## src/rtl/inverse_factorial_blk_if.sv

```systemverilog
// inverse_factorial_blk_if: request/result handshake between a requester and the inverse factorial block.
interface inverse_factorial_blk_if #(
    parameter int DATA_W = 46,
    parameter int N_W    = 4
);
    logic [DATA_W-1:0] in_data;
    logic              in_valid;
    logic [N_W-1:0]    out_data;
    logic              out_exact;
    logic              out_ovf;
    logic              out_valid;
    logic              out_busy;

    modport master (
        output in_data, in_valid,
        input  out_data, out_exact, out_ovf, out_valid, out_busy
    );

    modport slave (
        input  in_data, in_valid,
        output out_data, out_exact, out_ovf, out_valid, out_busy
    );
endinterface

```

## src/rtl/inverse_factorial_blk.sv

```systemverilog
// inverse_factorial_blk: finds the largest n with n! <= V by walking k! upward, flags exact hits and saturation.
module inverse_factorial_blk #(
    parameter int DATA_W = 46,
    parameter int N_W    = 4,
    parameter int MAX_N  = 15
) (
    input logic                  clk,
    input logic                  resetn,
    inverse_factorial_blk_if.slave bus
);
    typedef enum logic [1:0] {IDLE, CALC, DONE} state_t;

    localparam logic [N_W-1:0] MAX_K = N_W'(MAX_N);

    state_t            r_state, w_next;
    logic [DATA_W-1:0] r_acc, r_target;
    logic [N_W-1:0]    r_k, r_data, w_res, w_k1;
    logic              r_exact, r_ovf;
    logic              w_start, w_zero, w_eq, w_gt, w_term, w_calc;

    always_comb begin
        w_calc  = r_state == CALC;
        w_start = bus.in_valid && !w_calc;
        w_zero  = r_target == '0;
        w_eq    = r_acc == r_target;
        w_gt    = r_acc > r_target;
        w_term  = w_zero || w_eq || w_gt || r_k == MAX_K;
        w_k1    = r_k + 1'b1;
        w_res   = w_zero ? '0 : w_eq ? r_k : w_gt ? r_k - 1'b1 : MAX_K;
        w_next  = w_start ? CALC : w_calc ? (w_term ? DONE : CALC) : IDLE;
    end

    always_ff @(posedge clk or negedge resetn) begin
        if (!resetn) begin
            r_state <= IDLE;
        end else begin
            r_state <= w_next;
        end
    end

    // The search stops once acc reaches the target or k hits MAX_N, so the truncated product never loses bits.
    always_ff @(posedge clk or negedge resetn) begin
        if (!resetn) begin
            r_acc    <= '0;
            r_k      <= '0;
            r_target <= '0;
            r_data   <= '0;
            r_exact  <= 1'b0;
            r_ovf    <= 1'b0;
        end else if (w_start) begin
            r_target <= bus.in_data;
            r_acc    <= DATA_W'(1);
            r_k      <= '0;
        end else if (w_calc && w_term) begin
            r_data  <= w_res;
            r_exact <= !w_zero && w_eq;
            r_ovf   <= !w_zero && !w_eq && !w_gt;
        end else if (w_calc) begin
            r_acc <= DATA_W'((DATA_W + N_W)'(r_acc) * (DATA_W + N_W)'(w_k1));
            r_k   <= w_k1;
        end
    end

    assign bus.out_data  = r_data;
    assign bus.out_exact = r_exact;
    assign bus.out_ovf   = r_ovf;
    assign bus.out_valid = r_state == DONE;
    assign bus.out_busy  = w_calc;
endmodule

```

## src/flat_wrapper.sv

```systemverilog
// flat-port wrapper written by rule: the top's interface ports become plain ports
module inverse_factorial_blk_flat 
#(
    parameter int DATA_W = 46,
    parameter int N_W    = 4,
    parameter int MAX_N  = 15
)
  (clk, resetn, bus_in_data, bus_in_valid, bus_out_data, bus_out_exact, bus_out_ovf, bus_out_valid, bus_out_busy);
  inverse_factorial_blk_if #(.DATA_W(DATA_W), .N_W(N_W)) bus_i ();
  input logic clk;
  input logic resetn;
  input wire logic [$bits(bus_i.in_data)-1:0] bus_in_data;
  input wire logic [$bits(bus_i.in_valid)-1:0] bus_in_valid;
  output wire logic [$bits(bus_i.out_data)-1:0] bus_out_data;
  output wire logic [$bits(bus_i.out_exact)-1:0] bus_out_exact;
  output wire logic [$bits(bus_i.out_ovf)-1:0] bus_out_ovf;
  output wire logic [$bits(bus_i.out_valid)-1:0] bus_out_valid;
  output wire logic [$bits(bus_i.out_busy)-1:0] bus_out_busy;
  assign bus_i.in_data = bus_in_data;
  assign bus_i.in_valid = bus_in_valid;
  assign bus_out_data = bus_i.out_data;
  assign bus_out_exact = bus_i.out_exact;
  assign bus_out_ovf = bus_i.out_ovf;
  assign bus_out_valid = bus_i.out_valid;
  assign bus_out_busy = bus_i.out_busy;
  inverse_factorial_blk #(.DATA_W(DATA_W), .N_W(N_W), .MAX_N(MAX_N)) u_core (.clk(clk), .resetn(resetn), .bus(bus_i));
endmodule
```

## config.mk

```make
export PLATFORM = sky130hd
export DESIGN_NAME = inverse_factorial_blk_flat
export DESIGN_NICKNAME = d
export VERILOG_FILES = /design/src/rtl/inverse_factorial_blk_if.sv /design/src/rtl/inverse_factorial_blk.sv /design/src/flat_wrapper.sv
export SDC_FILE = /design/constraint.sdc
export NUM_CORES = 1
export LEC_CHECK = 0
export CAP_MARGIN = 0
export CORE_MARGIN = 4
export CORE_UTILIZATION = 40
export CTS_BUF_LIST = sky130_fd_sc_hd__clkbuf_4
export CTS_CLUSTER_SIZE = 25
export DETAILED_ROUTE_END_ITERATION = 8
export MAX_ROUTING_LAYER = met4
export PLACE_DENSITY = 0.58
export SYNTH_ARGS = -nofsm -noshare
export SYNTH_HDL_FRONTEND = slang
export SYNTH_SLANG_ARGS = --single-unit
```

## constraint.sdc

```tcl
create_clock -name clk -period 8.4 [get_ports clk]
set_input_delay 1.26 -clock clk [delete_from_list [all_inputs] [get_ports clk]]
set_output_delay 1.26 -clock clk [all_outputs]
set_load 0.1 [all_outputs]
```

* Word-level counts from Yosys, hierarchy flattened
Cells that the tools add are included.
Word-level totals: register bits 104, latch bits 0, RAM bits 0, bits in read-only memories 0, input port bits 49, output and inout bits 8, logic and storage cells 45, memories 0
Cells by class: add/sub/neg operators 2, $mul 1, div/mod/pow operators 0, $lt $le $gt $ge 1, eq/ne operators 5, shift-type cells 0, mux-type cells 12, bitwise gates (word level) 1, reduce and logical (&&, ||, !) cells 16
Operator list (count):
- 46-bit 2-to-1 mux | 3
- 46-bit == test | 1
- 46-bit > comparator | 1
- 46-bit logical NOT | 1
- 46-bit by 4-bit multiplier with 46-bit output | 1
- 4-bit 2-to-1 mux | 6
- 2-bit 2-to-1 mux | 3
- 1-bit logical AND | 5
- 4-bit by 1-bit adder with 4-bit output (second input constant) | 1
- 4-bit == test (second input constant) | 1
- 1-bit logical NOT | 4
- 2-bit AND reduction | 2
- 4-bit by 1-bit subtractor with 4-bit output (second input constant) | 1
- 1-bit logical OR | 3
- 2-bit by 1-bit == test with 1-bit output (second input constant) | 1
- 2-bit == test (second input constant) | 1
- 2-bit by 1-bit != test with 1-bit output (second input constant) | 1
- 2-bit nonzero test | 1
- 1-bit NOT | 1

* Depth between registers and ports, before layout
depth in word-level cells 7, gate-level depth with buffers 22, gate-level depth less buffers 18

* Worst setup path after synthesis
OpenSTA, ideal clock, no wires.
kind register -> register, start point register u_core.r_k[0], end point register u_core.r_acc[45], library setup time 0.083 ns, arrival 4.856 ns, data required time 8.317 ns, setup slack 3.461 ns, stages on the path, launching flop included 22, buffers on the path 3, clock period less this slack 4.939 ns, cells stage by stage dfrtp_1 inv_1 clkbuf_1 ha_1 clkbuf_1 clkbuf_1 and2_1 fa_1 inv_1 fa_1 inv_1 ha_1 a2111oi_0 inv_1 o211ai_1 a21oi_1 o21ai_1 a31oi_1 or4_1 a31o_2 xnor2_1 o21ai_0
Between the ends: word-level cells in the longest chain between the ends 5, elaborated cells between the ends (all ways) 10, classes of those cells 1 x add/sub; 1 x mul; 2 x eq/ne; 3 x mux; 3 x reduce/logical
Ends and longest elaborated chain:
- start: declaration | RTL line inverse_factorial_blk.sv:17 | logic [N_W-1:0] r_k, r_data, w_res, w_k1;
- start signal: assignment | RTL line inverse_factorial_blk.sv:60 | r_k <= w_k1;
- 4-bit by 1-bit adder with 4-bit output / 4-bit == test (equally long branches) | RTL line inverse_factorial_blk.sv:28, inverse_factorial_blk.sv:27
- 46-bit by 4-bit multiplier with 46-bit output / 1-bit logical OR (equally long branches) | RTL line inverse_factorial_blk.sv:59, inverse_factorial_blk.sv:27
- 46-bit 2-to-1 mux / 1-bit logical AND (equally long branches) | RTL line inverse_factorial_blk.sv:58, inverse_factorial_blk.sv:54
- 46-bit 2-to-1 mux / 2-bit by 1-bit != test with 1-bit output (equally long branches)
- 46-bit 2-to-1 mux / 2-bit AND reduction (equally long branches)
- end signal: assignment | RTL line inverse_factorial_blk.sv:59 | r_acc <= DATA_W'((DATA_W + N_W)'(r_acc) * (DATA_W + N_W)'(w_k1));
- end: declaration | RTL line inverse_factorial_blk.sv:16 | logic [DATA_W-1:0] r_acc, r_target;
Parallel ways exist; a longest one is shown, timed or not. The select of a mux whose other input is x is not followed. A chain may end at the register's enable or synchronous reset.

* Worst setup path in the final report
Ends and elaborated chain as after synthesis.

==> run summary <==
For the worst setup path, the data required time is 8830 ps. Setup repair after global routing left no endpoint under its margin. The min-delay analysis places its worst path in the category reg2reg. The count of flip-flops with a built-in enable after synthesis is 0.

The total DRC errors in the routed layout is 0. The detail route stage leaves a number of antenna-violating nets equal to 0. The number of max-capacitance violations reported is 0. After clock tree synthesis, the repair step resized 0 gates. Adding up every negative setup slack in the final design gives 0 ps. The clock tree root driver cell is clkbuf_4.

The pre-CTS setup slack is 2710 ps. The data arrival time of the critical path is 6190 ps. The fraction of layout instances using a drive strength above 1 came out at between 2 and 3%. The initial standard-cell utilization of the core came out at 40.5%.

The clock latency on the worst-skew pair is 510 ps. Summed over all cells, the static leakage comes to around 5.9 nW. The cell count after synthesis came out at 1324.

The tree built by TritonCTS fans out to about 100 sinks. Setup slack on the critical path of the routed design comes to 2650 ps. The number of antenna violations at the first check in global routing came out at 1. After synthesis, the mean cell area works out to 8.22 sq um. The detailed-route via count is between 8000 and 9000. For this run, the total global-route usage over all layers was measured as 20.4%. The width of the die came out at ~170 um. Using the TritonRoute via totals, the vias-per-cell ratio works out to between 5 and 6. The clock power share came out at 7.3%. The power density over the cells came out at 294 nW/um^2. At the pin with the least slew margin, the transition time is roughly 1000 ps.

The cell total after placement is 1677. After synthesis, the cell types taking the most area are dfrtp_1 (24%), fa_1 (16%), ha_1 (11%). The H-tree generated during clock tree synthesis spans 3 levels. The fraction of power consumed by sequential logic came out at a little over a quarter. The cell-internal power came out at 1.57 mW. The synthesized netlist contains between 50 and 60 unique library cells. Buffers placed on the I/O ports in this run total 56. The total congestion overflow after global routing came out at 0. The die covers about 30000 sq um. The floorplan step set the die height to 173 um.

The DRC marker count from the first detailed-route iteration came out at 486. The final hold violation count is 0. Setup slack on the worst reg-to-reg path comes out at 2650 ps.

After legalization and detailed placement, the total HPWL measured 21600 um. The finished layout holds 1694 standard cells, fillers aside. Counting I/O delays and the setup requirement, the final critical path takes roughly 5800 ps. The number of global-route vias before repair came out at 9072. The library cell used most frequently in the layout, excluding fill and tap cells, is inv_1. For this design, the CTS-stage hold fixing added 0 buffers. The number of buffers inserted during clock tree synthesis is 9.

The worst setup path is launched from a flip-flop. The critical path is of the reg2reg type. The CTS tree is built.

The worst setup path is captured at a flip-flop. The remaining max-slew budget at the tightest pin came out at 30.1%. The cell area after placement came out at 11700 sq um. The post-CTS setup buffer count is 0. The total number of yosys warnings is 0.

The synthesized design spends more area on one cell type than any other, namely dfrtp_1. The synthesized design contains 104 register bits. The critical-path maximum fanout is 23. The finished cells cover around 12000 sq um. The standard cell core area is 26900 sq um. For this run, the post-layout net count is ~1600. After detailed routing, the average wire length per cell comes to 17.0 um. The post-route clock skew came out at 22.3 ps.

The combinational share of power is about two thirds. The switching power is about 1.9 mW. The count of filler cells inserted in the layout came out at between 2000 and 3000.

The sequential share of the synthesized area came out at between 20% and 30%. The maximum operating frequency is 174 MHz. The final RePlAce weighted congestion is between 0.8 and 0.9.

The run finished with clean final reports. The area growth from synthesis to layout came out at 8.62%. Of the total power, the share spent switching nets is 54.7%. The final clock period utilization by the worst path came out at 68.5%.

The mapped netlist covers 10900 sq um. In the layout the commonest cells are inv_1 (214), nand2_1 (184), and2_1 (124). The number of setup violations in the final report is 0.

The detailed-router iteration count before antenna repair came out at 5. The portion of synthesized cell area occupied by the leading cell type came out at 23.9%. In the synthesized netlist the dominant register cell turns out to be dfrtp_1.

Across the VDD grid, the largest voltage drop is between 0.15 and 0.2 mV. The total routed wirelength came out at 28700 um. The number of top-level pins is 57. The clock transition at the registers of the reported paths came out at 170 ps. The wire length of the first global-routing pass came out at 48400 um. The number of standard-cell rows in the floorplan came out at 60. The largest buffer count on any clock path came out at 2.

The synthesized net count came out at 1552. The max-slew violation total from the final report is 0. The total power consumption of the routed design is about 3.5 mW.

The async set or reset register ratio after synthesis is 100%. The pin count of the biggest net entering global routing came out at 69.
[path summary, 6_finish.rpt]
kind                                      end               start  cells past startpoint
setup / recovery             u_core.r_acc[45]       u_core.r_k[0]                     19
hold / removal             u_core.bus.out_ovf  u_core.bus.out_ovf                      1
setup reg to reg             u_core.r_acc[45]       u_core.r_k[0]                     19
hold reg to reg            u_core.bus.out_ovf  u_core.bus.out_ovf                      1
max in group asynchronous    u_core.r_acc[25]              resetn                      2
min in group asynchronous  u_core.r_target[6]              resetn                      1
[area by class of cell]
cell class / instances / area, sq um / share of cell area (%)
Inverter: 214 / 803 / 6.80
Multi-Input combinational cell: 954 / 7260 / 61.4
Clock inverter: 7 / 37.5 / 0.318
Antenna cell: 1 / 2.50 / 0.0212
Clock buffer: 9 / 67.6 / 0.572
Timing Repair Buffer: 64 / 618 / 5.23
Tap cell: 341 / 427 / 3.61
Sequential cell: 104 / 2600 / 22.0
[cells by family after synthesis]
logic type / after synthesis / synth area share (%)
mux: 5 / 0.506
flops: 104 / 23.9
simple gates: 463 / 21.3
xor+xnor: 45 / 3.62
buf+inv: 266 / 9.52
compound gates: 262 / 14.7
fa+ha+maj: 179 / 26.5
[power groups by stage]
stage / registers [mW] / logic, mW / clock network (mW)
3_5_place_dp: 0.923 / 2.31 / 0
6_report: 0.916 / 2.30 / 0.254
5_1_grt: 0.948 / 2.64 / 0.274
4_1_cts: 0.914 / 2.32 / 0.263
2_1_floorplan: 0.903 / 1.67 / 0
3_3_place_gp: 0.926 / 2.28 / 0
[per-stage QoR]
| step | utilization [%] | hold WS (ps) |
|---|---|---|
| finish | 44.0 | 530 |
| global route | 44.0 | 554 |
| CTS | 43.9 | 524 |
| detailed placement | 43.6 | 490 |
| global placement | 43.6 | 474 |
| floorplan | - | 475 |
[state kept, by name (all words and copies together) (netlist names)]
register / flops
u_core.r_state: 2
u_core.bus.out_data: 4
u_core.r_k: 4
u_core.bus.out_exact: 1
u_core.r_target: 46
u_core.r_acc: 46
u_core.bus.out_ovf: 1
[worst max-delay path: stages, from the launching register on]
cell      delay [ps]
dfrtp_1          640
ha_1             330
xor2_2           830
buf_4            420
and2_1           200
fa_1             410
inv_1             90
fa_1             390
inv_1             70
ha_1             290
nand2_1          160
nor3_1            90
a221oi_1         350
o211ai_1         180
o21ai_1          190
a31oi_1          140
or4_1            410
a31o_2           250
xnor2_1          110
o21ai_0          130
[layer usage]
layer,global-route usage (%),wire (um),vias up
li1,-,-,4332
met1,28.7,14300,4382
met4,4.99,438,0
met5,-,0,-
met2,32.0,13200,125
met3,1.86,782,20
[synth_stat cells (15+ instances only)]
master	number
a21o_1	39
nand3_1	31
nor3_1	16
xnor2_1	32
nor2_1	36
clkbuf_1	40
nor2b_1	15
dfrtp_1	104
ha_1	94
o21ai_0	75
fa_1	85
inv_1	214
nand2_1	184
a21oi_1	75
and2_1	125
No activity file was read; power rests on OpenSTA's default activity.
